===== config.mk =====
export PLATFORM = sky130hd
export DESIGN_NAME = ams_adc_seq
export DESIGN_NICKNAME = d
export VERILOG_FILES = /design/src/rtl/ams_adc_seq.sv
export SDC_FILE = /design/constraint.sdc
export NUM_CORES = 1
export LEC_CHECK = 0
export ABC_AREA = 1
export CORE_UTILIZATION = 45
export CTS_CLUSTER_SIZE = 30
export DETAILED_ROUTE_END_ITERATION = 7
export GPL_TIMING_DRIVEN = 0
export PLACE_DENSITY_LB_ADDON = 0.1
export RECOVER_POWER = 25
export SYNTH_ARGS = -nofsm -noshare
export SYNTH_HDL_FRONTEND = slang
export SYNTH_SLANG_ARGS = --single-unit

===== constraint.sdc =====
create_clock -name clk_i -period 4 [get_ports clk_i]
set_clock_uncertainty 0.2 [all_clocks]
set_input_delay 0.8 -clock clk_i [delete_from_list [all_inputs] [get_ports clk_i]]
set_output_delay 0.8 -clock clk_i [all_outputs]
set_load 0.02 [all_outputs]

===== src/rtl/ams_adc_seq.sv =====
// ams_adc_seq: time-shares the 1-bit comparator ADC across NUM_CH selections.
// For each enabled channel it drives the select, waits the settle time, then
// samples and counts the ones. It emits one result beat per channel and a pulse
// at the end of each sweep. Sweeps run once, or repeat every period_i cycles.
// Optional build macro AMS_ADC_SEQ_SYNC_EN: adds a 2-flop synchronizer on
// adc_out_i and lengthens SETTLE by 2 cycles so samples stay aligned.
module ams_adc_seq #(
  parameter int NUM_CH = 4,
  parameter int SEL_W  = 2,
  parameter int ACC_W  = 8,
  parameter int CNT_W  = 16
) (
  input  logic              clk_i,
  input  logic              rst_ni,
  input  logic              enable_i,
  input  logic              start_i,
  input  logic              continuous_i,
  input  logic [NUM_CH-1:0] ch_mask_i,
  input  logic [7:0]        settle_i,
  input  logic [ACC_W-1:0]  num_samples_i,
  input  logic [CNT_W-1:0]  period_i,
  input  logic              adc_out_i,
  output logic [SEL_W-1:0]  adc_sel_o,
  output logic              res_valid_o,
  output logic [SEL_W-1:0]  res_ch_o,
  output logic [ACC_W-1:0]  res_count_o,
  output logic              sweep_done_o,
  output logic              busy_o
);

  // One timer serves both the settle and the sample phase.
  localparam int TMR_W = (ACC_W > 9) ? ACC_W : 9;

  typedef enum logic [2:0] {IDLE, SETTLE, SAMPLE, STORE, WAIT} state_t;

  state_t             state, state_next;
  logic [NUM_CH-1:0]  mask_q, mask_src;
  logic [7:0]         settle_q, settle_src;
  logic [ACC_W-1:0]   nsamp_q;
  logic [CNT_W-1:0]   period_q;
  logic               cont_q;
  logic [SEL_W-1:0]   sel, res_ch, first_ch, next_ch;
  logic               first_found, has_next;
  logic [TMR_W-1:0]   tmr, settle_load, sample_load;
  logic [ACC_W-1:0]   acc, res_count;
  logic [CNT_W-1:0]   cnt;
  logic               res_valid, sweep_done, wait_done, new_sweep, adc_bit;

`ifdef AMS_ADC_SEQ_SYNC_EN
  localparam logic [TMR_W-1:0] SETTLE_XTRA = TMR_W'(2);
  logic [1:0] sync;

  // Two-flop synchronizer for the comparator output
  always_ff @(posedge clk_i or negedge rst_ni) begin
    if (!rst_ni) sync <= '0;
    else         sync <= {sync[0], adc_out_i};
  end
  assign adc_bit = sync[1];
`else
  localparam logic [TMR_W-1:0] SETTLE_XTRA = '0;
  assign adc_bit = adc_out_i;
`endif

  // Channel selection: first masked channel, next masked channel above the current select
  always_comb begin
    mask_src    = (state == IDLE) ? ch_mask_i : mask_q;
    first_ch    = '0;
    first_found = 1'b0;
    next_ch     = '0;
    has_next    = 1'b0;
    for (int unsigned i = 0; i < NUM_CH; i++) begin
      if (mask_src[i] && !first_found) begin
        first_ch    = SEL_W'(i);
        first_found = 1'b1;
      end
      if (mask_q[i] && (i > 32'(sel)) && !has_next) begin
        next_ch  = SEL_W'(i);
        has_next = 1'b1;
      end
    end
  end

  // Timer reload values and the sweep-period test
  always_comb begin
    settle_src  = (state == IDLE) ? settle_i : settle_q;
    settle_load = TMR_W'(settle_src) + SETTLE_XTRA;
    sample_load = (nsamp_q == '0) ? '0 : TMR_W'(nsamp_q) - TMR_W'(1);
    wait_done   = ((CNT_W+1)'(cnt) + (CNT_W+1)'(1)) >= (CNT_W+1)'(period_q);
  end

  // State register
  always_ff @(posedge clk_i or negedge rst_ni) begin
    if (!rst_ni) state <= IDLE;
    else         state <= state_next;
  end

  // Next-state logic; a low enable_i overrides every transition out of a busy state
  always_comb begin
    state_next = state;
    case (state)
      IDLE:    if (start_i && enable_i && |ch_mask_i) state_next = SETTLE;
      SETTLE:  if (tmr == '0) state_next = SAMPLE;
      SAMPLE:  if (tmr == '0) state_next = STORE;
      STORE:   state_next = has_next ? SETTLE : (cont_q ? WAIT : IDLE);
      WAIT:    if (wait_done) state_next = SETTLE;
      default: state_next = IDLE;
    endcase
    if (!enable_i && state != IDLE) state_next = IDLE;
  end

  assign new_sweep = (state_next == SETTLE) && (state == IDLE || state == WAIT);

  // Datapath: config latch, timers, accumulator, select and registered result strobes
  always_ff @(posedge clk_i or negedge rst_ni) begin
    if (!rst_ni) begin
      mask_q      <= '0;
      settle_q    <= '0;
      nsamp_q     <= '0;
      period_q    <= '0;
      cont_q      <= 1'b0;
      sel         <= '0;
      tmr         <= '0;
      acc         <= '0;
      cnt         <= '0;
      res_valid   <= 1'b0;
      res_ch      <= '0;
      res_count   <= '0;
      sweep_done  <= 1'b0;
    end else begin
      res_valid  <= 1'b0;
      sweep_done <= 1'b0;
      if (state == IDLE && state_next == SETTLE) begin
        mask_q   <= ch_mask_i;
        settle_q <= settle_i;
        nsamp_q  <= num_samples_i;
        period_q <= period_i;
        cont_q   <= continuous_i;
      end
      if (new_sweep)                       cnt <= '0;
      else if (state != IDLE && cnt != '1) cnt <= cnt + CNT_W'(1);
      case (state)
        SETTLE: tmr <= (state_next == SAMPLE) ? sample_load : tmr - TMR_W'(1);
        SAMPLE: begin
          acc <= acc + ACC_W'(adc_bit);
          tmr <= tmr - TMR_W'(1);
          if (state_next == STORE) begin
            res_valid  <= 1'b1;
            res_ch     <= sel;
            res_count  <= acc + ACC_W'(adc_bit);
            sweep_done <= !has_next;
          end
        end
        default: ;
      endcase
      // Entry into SETTLE overrides the timer update above
      if (state_next == SETTLE && state != SETTLE) begin
        acc <= '0;
        tmr <= settle_load;
        sel <= (state == STORE) ? next_ch : first_ch;
      end
    end
  end

  assign adc_sel_o    = sel;
  assign res_valid_o  = res_valid;
  assign res_ch_o     = res_ch;
  assign res_count_o  = res_count;
  assign sweep_done_o = sweep_done;
  assign busy_o       = (state != IDLE);

endmodule


==> reports/metrics.yaml, run 1 <==
outcome: "finished, violations left"
violations: "capacitance limit, slew limit"
area_growth_syn_to_layout_pct: 20.8
grt_overflow: 0
initial_utilization_pct: 46.7
final_max_slew_viol_count: 33
ant_nets: 0
cpMaxStageDelayCell: "dfrtp_1"
antenna_found_initial: 0
startpoint_type: "flip-flop"
maxCapViolations: 1
grt_max_degree: 57
drive_above_1_share_pct: 9.12
crit_required_ns: 4.03
die_x_um: 109
switchingPower_uw: 1830
die_h_um: 109
syn_nets: 725
dp_hpwl_um: 8800
first_pass_iters: 5
dieArea_um2: 11800
yosys.cell_types.count: 37
rsz0062_at_grt: "false"
clock_latency_ns: 0.34
hold_violations: 0
grt_pass1_vias: 4238
power.total_uw: 4390
netlist_instances: 662
num-fill-cells: 1078
period_share_pct: 90.3
setup_violations: 0
crit_top_cell: "nand2_1"
cts_buffers: 9
core_um2: 11000
vias_per_cell: 4.95
timing.setup.tns_ns: 0
htree_levels: 3
grt_use_total_pct: 21.4
num_vias: 4334
place.gp.congestion: 0.868
design_area_um2: 6200
power_frac_comb_pct: 46.7
row_count: 38
place_area_um2: 5890
leakagePower_uw: 0.00317
wl_per_cell_um: 13.2
cp-end-kind: "flip-flop"
route.detailed.drc: 0
p_sw_share_pct: 41.6
final_util_pct: 56.5
clk_path_buf_depth: 2
crit_type: "reg2reg"
fmax_ghz: 0.277
power.share.sequential_pct: 32.7
grt_pass1_wl_um: 19400
vdd_drop_max_mv: 0.359
cts_tree: "yes"
synth-seq-cells: 87
io_buffers: 56
root_buffer: "clkbuf_16"
nets: 793
clk_pin_slew_ns: 0.06
power_frac_clock_pct: 20.5
drt-initial-drc-count: 182
ys_seq_area_share_pct: 42.4
worst_slew_pin_slew_ns: 1.72
clock-sinks: 87
relSlewSlack_pct: -14.5
hp-class: "reg2reg"
worst_hold_slack_ns: 0.286
num_io_pins: 57
crit_path_max_fanout: 10
totalWireLength_um: 11500
powerDensity_nw_per_um2: 708
arrival_ns: 3.65
ys_warn_count: 0
critPathMaxStageDelay_ns: 0.38
syn_avg_cell_area_um2: 7.75
timing.final.crit_period_ns: 3.61
synth.cell_area_um2: 5130
diodes: 0
p_int_uw: 2560
[stage by stage]
step | worst slack, ns | std cells
after floorplan | 0.776 | 662
after global placement | -1.30 | 858
after detailed placement | 0.202 | 859
after CTS | 0.156 | 875
after global routing | 0.00313 | 875
final | 0.387 | 875
[worst paths after layout]
path	from	to	slack [ns]	cells after the start
setup / recovery	cnt[0]	tmr[7]	0.39	28
hold / removal	acc[0]	acc[0]	0.29	2
min in group asynchronous	rst_ni	res_count_o[2]	0.70	1
max in group asynchronous	rst_ni	settle_q[1]	0.73	2
setup reg to reg	cnt[0]	tmr[7]	0.39	28
hold reg to reg	acc[0]	acc[0]	0.29	2
[kinds of logic (layout without fill, tap and decap cells)]
logic type / after synthesis / in the layout / share of synthesized area [%]
buffers and inverters: 134 / 207 / 10.7
XOR/XNOR: 27 / 27 / 4.61
AO/OA/AOI/OAI: 105 / 105 / 11.5
adder cells (fa/ha/maj): 21 / 21 / 5.12
flip-flops: 87 / 87 / 42.4
multiplexers: 3 / 3 / 0.658
AND/OR/NAND/NOR: 285 / 285 / 25.0
[state kept, by name, indices dropped and copies added, names as in the netlist]
register,count
cnt,16
period_q,16
tmr,9
acc,8
nsamp_q,8
res_count_o,8
settle_q,8
mask_q,4
state,3
adc_sel_o,2
res_ch_o,2
cont_q,1
res_valid_o,1
sweep_done_o,1
[layer usage]
layer	vias up	GRT usage, %	part of all wire [%]
li1	2226	-	-
met5	-	0	0
met4	0	8.69	2.0
met1	1998	28.6	49
met3	17	2.75	3.6
met2	93	35.1	46
[cell type report]
type                            count  area [µm²]  share of cell area (%)
Tap cell                          140         175                    2.82
Buffer                             19         104                    1.67
Sequential cell                    87        2180                    35.1
Clock inverter                      7        97.6                    1.57
Inverter                          114         438                    7.06
Timing Repair Buffer               58         567                    9.14
Clock buffer                        9         225                    3.63
Multi-Input combinational cell    441        2420                    39.0
[synthesized netlist by cell type]
library cell	number	area [µm²]
or2_2	9	56.3
nor2_4	2	22.5
buf_2	2	10.0
nand3_2	1	10.0
xor2_1	24	210
o41ai_1	1	8.76
inv_4	4	25.0
nand4_1	11	68.8
nand3_1	25	125
nor2_2	3	18.8
inv_1	106	398
o211ai_1	15	113
o21ai_0	28	140
inv_2	4	15.0
o21ai_1	11	55.1
buf_6	3	33.8
mux2_2	3	33.8
a21oi_1	45	225
a21o_1	1	7.51
a21oi_4	1	16.3
nor2_1	77	289
nor3_1	4	20.0
nand3b_1	1	7.51
o31ai_1	1	7.51
xnor2_1	3	26.3
nand3_4	1	17.5
nand2_2	4	25.0
nand4_4	2	42.5
buf_4	3	22.5
nor3_2	4	40.0
nand2_1	138	518
ha_1	21	263
nand2_4	1	11.3
nor4_1	2	12.5
o21a_1	2	15.0
clkbuf_1	12	45.0
dfrtp_1	87	2180
[repair_timing]
| action | CTS | global route |
|---|---|---|
| endpoints found under the hold margin | 0 | 0 |
| hold buffers | 0 | 0 |
| gates resized for setup | 0 | 4 |
| buffers inserted | 0 | 1 |
| setup endpoints to repair | 0 | 44 |
[critical path, delay by kind of cell (launching register included)]
family                     cells  cell delay, ns
DFF                            1            0.38
xor gates and xnor gates       1            0.20
and+or+nand+nor               22            1.93
adders and majority gates      2            0.49
buffers and inverters          3            0.28
[power by group through the flow]
stage	sequential, µW	combinational [µW]	clock, µW
after global placement	1440	1970	0
after detailed placement	1450	2050	0
final	1440	2050	901
after floorplan	1420	1540	0
after global routing	1480	2360	957
after CTS	1440	2070	919
[layout by cell type, fill, tap and decap left out, types with 5 or more instances in the layout]
master,n
o211ai_1,15
inv_1,106
a21oi_1,45
clkdlybuf4s50_1,55
xor2_1,24
nor2_1,75
or2_2,9
o21ai_0,28
clkbuf_16,9
nand2_1,137
ha_1,21
clkbuf_1,13
nand4_1,11
nand2_2,5
dfrtp_1,87
o21ai_1,11
nand3_1,25
Note: power is estimated with default switching activity, not from simulation.
==> run 2, diff against run 1 <==
- clock period: 4 -> 4.3 ns (I/O delays scaled with it)
==> reports/metrics.yaml, run 2 (synthesized netlist as in run 1, its figures left out) <==
outcome: "finished, violations left"  # unchanged
violations: "capacitance limit, slew limit"  # unchanged
dieArea_um2: 11800  # unchanged
diodes: 0  # unchanged
vias_per_cell: 4.95  # about the same
io_buffers: 56  # unchanged
leakagePower_uw: 0.00317  # about the same
drt-initial-drc-count: 214  # was 182
fmax_ghz: 0.261  # was 0.277 GHz
area_growth_syn_to_layout_pct: 20.6  # was 20.8%
hp-class: "reg2reg"  # unchanged
fin_ws_ns: 0.474  # was 0.387 ns
place.gp.congestion: 0.868  # unchanged
post_cts_resized: 0  # unchanged
maxCapViolations: 1  # unchanged
grt_max_degree: 57  # unchanged
row_count: 38  # unchanged
nets: 793  # unchanged
vdd_drop_max_mv: 0.332  # was 0.359 mV
design_area_um2: 6190  # was 6200 µm²
clock-sinks: 87  # unchanged
grt_pass1_vias: 4238  # unchanged
cts_buffers: 9  # unchanged
route.detailed.drc: 0  # unchanged
cp-end-kind: "flip-flop"  # unchanged
grt_use_total_pct: 21.4  # unchanged
place_area_um2: 5890  # unchanged
crit_path_max_fanout: 10  # unchanged
final_common_cell: "nand2_1"  # unchanged
final_max_slew_viol_count: 33  # unchanged
setup_violations: 0  # unchanged
grt_overflow: 0  # unchanged
final_util_pct: 56.4  # was 56.5%
initial_utilization_pct: 46.7  # unchanged
wl_per_cell_um: 13.2  # about the same
first_pass_iters: 4  # was 5
cts_tree: "yes"  # unchanged
antenna_found_initial: 0  # unchanged
num_vias: 4333  # was 4334
drive_above_1_share_pct: 8.71  # was 9.12%
crit_required_ns: 4.33  # was 4.03 ns
reg_top3: "cnt: 16 flops, period_q: 16 flops, tmr: 9 flops"  # unchanged
crit_type: "reg2reg"  # unchanged
die_h_um: 109  # unchanged
clk_path_buf_depth: 2  # unchanged
hold_buffers: 0  # unchanged
timing.final.crit_period_ns: 3.83  # was 3.61 ns
clk_pin_slew_ns: 0.07  # was 0.06 ns
ant_nets: 0  # unchanged
relSlewSlack_pct: -13.6  # was -14.5%
cts_setup_buffers: 0  # unchanged
arrival_ns: 3.86  # was 3.65 ns
timing.setup.tns_ns: 0  # unchanged
startpoint_type: "flip-flop"  # unchanged
dp_worst_setup_slack_ns: 0.502  # was 0.202 ns
mostFrequentLayoutCells: "138 x nand2_1, 106 x inv_1, 87 x dfrtp_1, 77 x nor2_1, 55 x clkdlybuf4s50_1"  # was 137 x nand2_1, 106 x inv_1, 87 x dfrtp_1, 75 x nor2_1, 55 x clkdlybuf4s50_1
num-fill-cells: 1076  # was 1078
die_x_um: 109  # unchanged
num_io_pins: 57  # unchanged
htree_levels: 3  # unchanged
totalWireLength_um: 11500  # about the same
rsz0062_at_grt: "false"  # unchanged
dp_hpwl_um: 8800  # unchanged
clock_latency_ns: 0.34  # about the same
grt_pass1_wl_um: 19400  # unchanged
crit_start: "cnt[0]"  # unchanged
period_share_pct: 89.0  # was 90.3%
timing.rr.start: "cnt[0]"  # unchanged
worst_slew_pin_slew_ns: 1.70  # was 1.72 ns
powerDensity_nw_per_um2: 659  # was 708 nW/µm²
root_buffer: "clkbuf_16"  # unchanged
hold_violations: 0  # unchanged
hp-start: "acc[0]"  # unchanged
core_um2: 11000  # unchanged
run 2: cell counts in the layout (fill, tap and decap cells not counted):
Identical to the previous run, type by type.
run 2: final cells by class:
type | instances | area (µm²) | area share, %
multi-input cells | 441 | 2410 | 38.9
flip-flops and latches | 87 | 2180 | 35.2
repair buffers | 57 | 559 | 9.04
inverters | 114 | 438 | 7.07
clock buffers | 9 | 225 | 3.64
well taps | 140 | 175 | 2.83
plain buffers | 20 | 111 | 1.80
clock inverters | 7 | 97.6 | 1.58
run 2: per-stage QoR:
stage          hold WS (ns)  total power (µW)  std cells
6_report              0.286              4080        875
2_1_floorplan         0.248              2750        662
5_1_grt               0.306              4460        875
3_5_place_dp          0.272              3250        859
3_3_place_gp          0.266              3180        858
4_1_cts               0.265              4110        875
run 2: path summary, 6_finish.rpt:
path,to,slack [ns],cells past startpoint
max reg2reg,cnt[10],0.47,27
max,cnt[10],0.47,27
min reg2reg,acc[0],0.29,2
min,acc[0],0.29,2
min in group asynchronous,res_count_o[2],0.75,1
max in group asynchronous,settle_q[1],1.00,2
run 2: critical path, stage by stage, from the launching register on:
cell and delay, ns:
dfrtp_1 0.42, ha_1 0.21, nand2_1 0.08, nor2_2 0.17
nand2_1 0.16, nor2_1 0.15, nand2_1 0.09, nor2_1 0.16
nand3_1 0.11, xor2_1 0.20, inv_1 0.06, ha_1 0.29
nand2_1 0.05, inv_1 0.06, nand2_1 0.07, nor2_1 0.09
nand2_1 0.06, nand3_1 0.06, nand2_1 0.05, nand3_1 0.10
nand2_1 0.08, nand2_2 0.11, nand2_2 0.10, inv_2 0.09
nand3_4 0.12, buf_4 0.21, o211ai_1 0.09, inv_1 0.06
run 2: per-layer routing:
layer,track usage (%),up-vias,routed length [µm]
met2,35.1,91,5230
met4,8.69,0,219
met3,2.75,16,425
met1,28.6,2001,5650
li1,-,2225,-
met5,0,-,0
run 2: report_power, final:
group | leakage, µW | internal [µW] | switching, µW
Clock | 0.000152 | 510 | 331
Combinational | 0.00194 | 741 | 1160
Sequential | 0.00107 | 1130 | 207
Total | 0.00317 | 2380 | 1700
